`src/rtl/pc_fetch_ctrl.sv`:
```
// Program-counter / fetch controller for the RISC-V IF stage: sequential
// increment, stall, redirect, trap vectoring, halt and an imem req/ack handshake.
module pc_fetch_ctrl #(
  parameter int unsigned         PC_W     = 10,
  parameter logic [PC_W-1:0]     RESET_PC = '0,
  parameter logic [PC_W-1:0]     TRAP_PC  = 10'h3F0,
  parameter int unsigned         INC      = 4
) (
  input  logic            clk,
  input  logic            rst,
  input  logic            stall,
  input  logic            halt,
  input  logic            redirect_valid,
  input  logic [PC_W-1:0] redirect_pc,
  input  logic            trap,
  input  logic            fetch_ack,
  output logic            fetch_req,
  output logic [PC_W-1:0] pc,
  output logic [PC_W-1:0] pc_plus,
  output logic            flush,
  output logic            misalign,
  output logic            halted
);

  typedef enum logic [1:0] {BOOT = 2'd0, FETCH = 2'd1, HALTED = 2'd2} state_e;

  // Low address bits that must be zero for a target to be INC-aligned.
  localparam logic [PC_W-1:0] ALIGN_MASK = PC_W'(INC - 1);

  state_e          state_q, state_d;
  logic [PC_W-1:0] pc_q, pc_d;
  logic            flush_q, flush_d;
  logic            misalign_q, misalign_d;
  logic            tgt_misaligned;

  assign pc_plus        = pc_q + PC_W'(INC);
  assign tgt_misaligned = |(redirect_pc & ALIGN_MASK);

  always_ff @(posedge clk or negedge rst) begin
    if (!rst) begin
      state_q    <= BOOT;
      pc_q       <= RESET_PC;
      flush_q    <= 1'b0;
      misalign_q <= 1'b0;
    end else begin
      state_q    <= state_d;
      pc_q       <= pc_d;
      flush_q    <= flush_d;
      misalign_q <= misalign_d;
    end
  end

  // Trap and redirect act in every state; the rest only matter in FETCH.
  always_comb begin
    state_d    = state_q;
    pc_d       = pc_q;
    flush_d    = 1'b0;
    misalign_d = 1'b0;
    if (trap) begin
      pc_d    = TRAP_PC;
      flush_d = 1'b1;
      state_d = FETCH;
    end else if (redirect_valid && tgt_misaligned) begin
      pc_d       = TRAP_PC;
      flush_d    = 1'b1;
      misalign_d = 1'b1;
      state_d    = FETCH;
    end else if (redirect_valid) begin
      pc_d    = redirect_pc;
      flush_d = 1'b1;
      state_d = FETCH;
    end else begin
      case (state_q)
        BOOT:  state_d = FETCH;
        FETCH: begin
          if (halt)                      state_d = HALTED;
          else if (!stall && fetch_ack)  pc_d    = pc_plus;
        end
        default: state_d = state_q;
      endcase
    end
  end

  always_comb begin
    fetch_req = (state_q == FETCH) && !stall;
    halted    = (state_q == HALTED);
  end

  assign pc       = pc_q;
  assign flush    = flush_q;
  assign misalign = misalign_q;

endmodule
```
`config.mk`:
```
export PLATFORM = sky130hd
export DESIGN_NAME = pc_fetch_ctrl
export DESIGN_NICKNAME = d
export VERILOG_FILES = /design/src/rtl/pc_fetch_ctrl.sv
export SDC_FILE = /design/constraint.sdc
export NUM_CORES = 1
export LEC_CHECK = 0
export BUFFER_PORTS_ARGS = -buffer_cell sky130_fd_sc_hd__buf_2
export CAP_MARGIN = 20
export CORE_MARGIN = 1
export CORE_UTILIZATION = 46
export CTS_BUF_LIST = sky130_fd_sc_hd__clkbuf_2
export DETAILED_ROUTE_END_ITERATION = 10
export GPL_ROUTABILITY_DRIVEN = 0
export GPL_TIMING_DRIVEN = 1
export MAX_ROUTING_LAYER = met4
export PLACE_DENSITY = 0.8
export SLEW_MARGIN = 40
export SYNTH_ARGS = -nofsm -noshare
export SYNTH_HDL_FRONTEND = slang
export SYNTH_SLANG_ARGS = --single-unit
```
`constraint.sdc`:
```
create_clock -name clk -period 1.6 [get_ports clk]
set_input_delay 0.16 -clock clk [delete_from_list [all_inputs] [get_ports clk]]
set_output_delay 0.16 -clock clk [all_outputs]
set_load 0.03 [all_outputs]
```
==> qor.yml <==
maxCapViolCount: 0
finalSetupViolCount: 3
drt_iter0_markers: 29
syn_inst: 83
worstSetupEndpointType: "output port"
cts_inserted_buffers: 3
clock_latency_ps: 290
num_rows: 14
min_period_ps: 1690
grt_usage_pct: 24.8
core-area_um2: 1580
seq_area_frac_synth_pct: 42.8
placed_area_um2: 1060
finalHoldViolCount: 0
start_kind: "flip-flop"
fin_hold_ws_ps: 64.2
failed_checks: "DRC, setup timing"
ys_warn_count: 0
cpPeakStageDelay_ps: 460
fp.dieH_um: 44.2
cp.depth: 6
vias: 848
path_buf_inv: 2
drtPass1Iterations: 7
htreeDepth: 1
finalSetupTns_ps: -143
critPathKind: "reg2out"
fin_crit_sh_pct: 105
ant_nets: 0
overflow: 0
vdd_drop_max_mv: 0.546
cpMaxStageDelayCell: "dfrtp_2"
required_ps: 1440
hold_path_class: "in2reg"
synth_top_area_share_pct: 42.8
finalWirelength_um: 2440
worstPathArrival_ps: 1530
clockBufferDepth: 2
portBuffers: 40
grt_pass1_vias: 768
io_pins: 41
pwr_density_cell_nw_per_um2: 586
area_growth_syn_to_layout_pct: 53.4
skew_ps: 6.21
cts_tree: "yes"
drive_gt1_share_pct: 58.1
cts_root_buf: "clkbuf_2"
slew_viol_final: 0
timing.final.ws_setup_ps: -85.1
final_net_count: 156
synthArstFlopShare_pct: 100
synth.net_count: 101
grt_max_degree: 15
status: "finished, violations left"
final_area_um2: 1250
hpwlAfterDp_um: 1560
synth-edff-count: 0
synth_top_flop_cell: "dfrtp_1"
holdPathStages: 2
synth.distinct_cells: 33
clock_sinks: 14
relSlewSlack_pct: 79.3
drc: 2
synth_common_cells: "14 x dfrtp_1, 9 x nor2_1, 8 x inv_1, 6 x xnor2_1, 5 x a21oi_1"
p_leak_uw: 0.000601
worst_pin_slew_ps: 311
num_antenna_cells: 0
rsz0062_at_grt: "yes"
synth.cell_area_um2: 818
p_total_uw: 735
synth_top_area_cell: "dfrtp_1"
via_per_inst: 5.58
wl_per_cell_um: 16.1
reg2reg_depth: 4
antenna_found_initial: 0
crit_fanout: 4
path_cells: "ha_4 -> nand2_2 -> nor2_4 -> xnor2_2 -> inv_1 -> buf_6"
start_util_pct: 51.9
die_area_um2: 1950
synth_seq_cells: 14
crit_family: "flip-flops"
max_freq_mhz: 593
postSynthAreaPerCell_um2: 9.86
path_clk_slew_ps: 130
synth_area_leaders: "dfrtp_1 43%, xnor2_1 6.4%, nor2_1 4.1%"
fp.dieW_um: 44.2
synth.most_common_cell: "dfrtp_1"
grt_pass1_wl_um: 3350
==> where the power goes <==
group          switching, µW  internal (µW)
sequential              12.7            365
combinational            113           79.0
clock                    114           51.0
total                    240            495
==> registers in the layout, summed over array words and instances (netlist names) <==
signal	flops
pc	10
misalign	1
flush	1
state_q	2
==> per-stage QoR <==
step / setup slack (ps) / instances / utilization (%)
3_3_place_gp: 152 / 139 / 67.4
6_report: -85.1 / 152 / 79.6
3_5_place_dp: 131 / 139 / 67.4
5_1_grt: -144 / 152 / 79.6
2_1_floorplan: 41.2 / 83 / -
4_1_cts: -3.80 / 148 / 74.0
==> path summary, 6_finish.rpt <==
check | from | end | slack (ps)
setup / recovery | pc[3] | pc_plus[8] | -90
hold / removal | trap | misalign | 60
setup reg to reg | state_q[1] | pc[3] | 100
hold reg to reg | pc[1] | pc[1] | 530
max in group asynchronous | rst | pc[4] | 1060
min in group asynchronous | rst | pc[3] | 280
==> cell families (layout without fill, tap and decap cells) <==
kind of cell	after synthesis	in the layout	share of synthesized area (%)
adder cells (fa/ha/maj)	1	1	1.53
AND/OR/NAND/NOR	31	31	22.5
XOR/XNOR	7	7	7.49
buffers and inverters	12	65	6.57
AO/OA/AOI/OAI	14	14	14.1
flip-flops	14	14	42.8
multiplexers	4	4	5.05
==> layout make-up <==
class / count / area (µm²)
well taps: 16 / 20.0
inverters: 9 / 33.8
flip-flops and latches: 14 / 355
repair buffers: 53 / 324
clock buffers: 3 / 15.0
multi-input cells: 57 / 507
fillers: 103 / 322
==> metal layers <==
metal	global-route usage, %	vias up	routed length, µm	part of all wire, %
li1	-	391	-	-
met1	28.3	409	987	40
met2	44.7	42	1270	52
met3	2.45	6	136	5.6
met4	9.09	0	49	2.0
met5	-	-	0	0
==> layout by cell type, fill, tap and decap left out, drive strengths merged, types with 2 or more instances in the layout <==
master  instances
buf            51
a21oi           5
nand2           3
nand3           3
inv             9
and2            2
nor2           10
xnor2           6
clkbuf          4
mux2i           3
o21ai           2
a221oi          3
nor3            4
nor2b           3
dfrtp          14
==> repair_timing <==
action                                  in CTS  in global routing
resized for setup                            8                 11
setup buffers                                5                  4
endpoints found under the setup margin       4                  5
hold buffers                                 1                  0
pin swaps                                    3                  4
endpoints found under the hold margin       14                  0
Power figures use the tool's default switching activity.
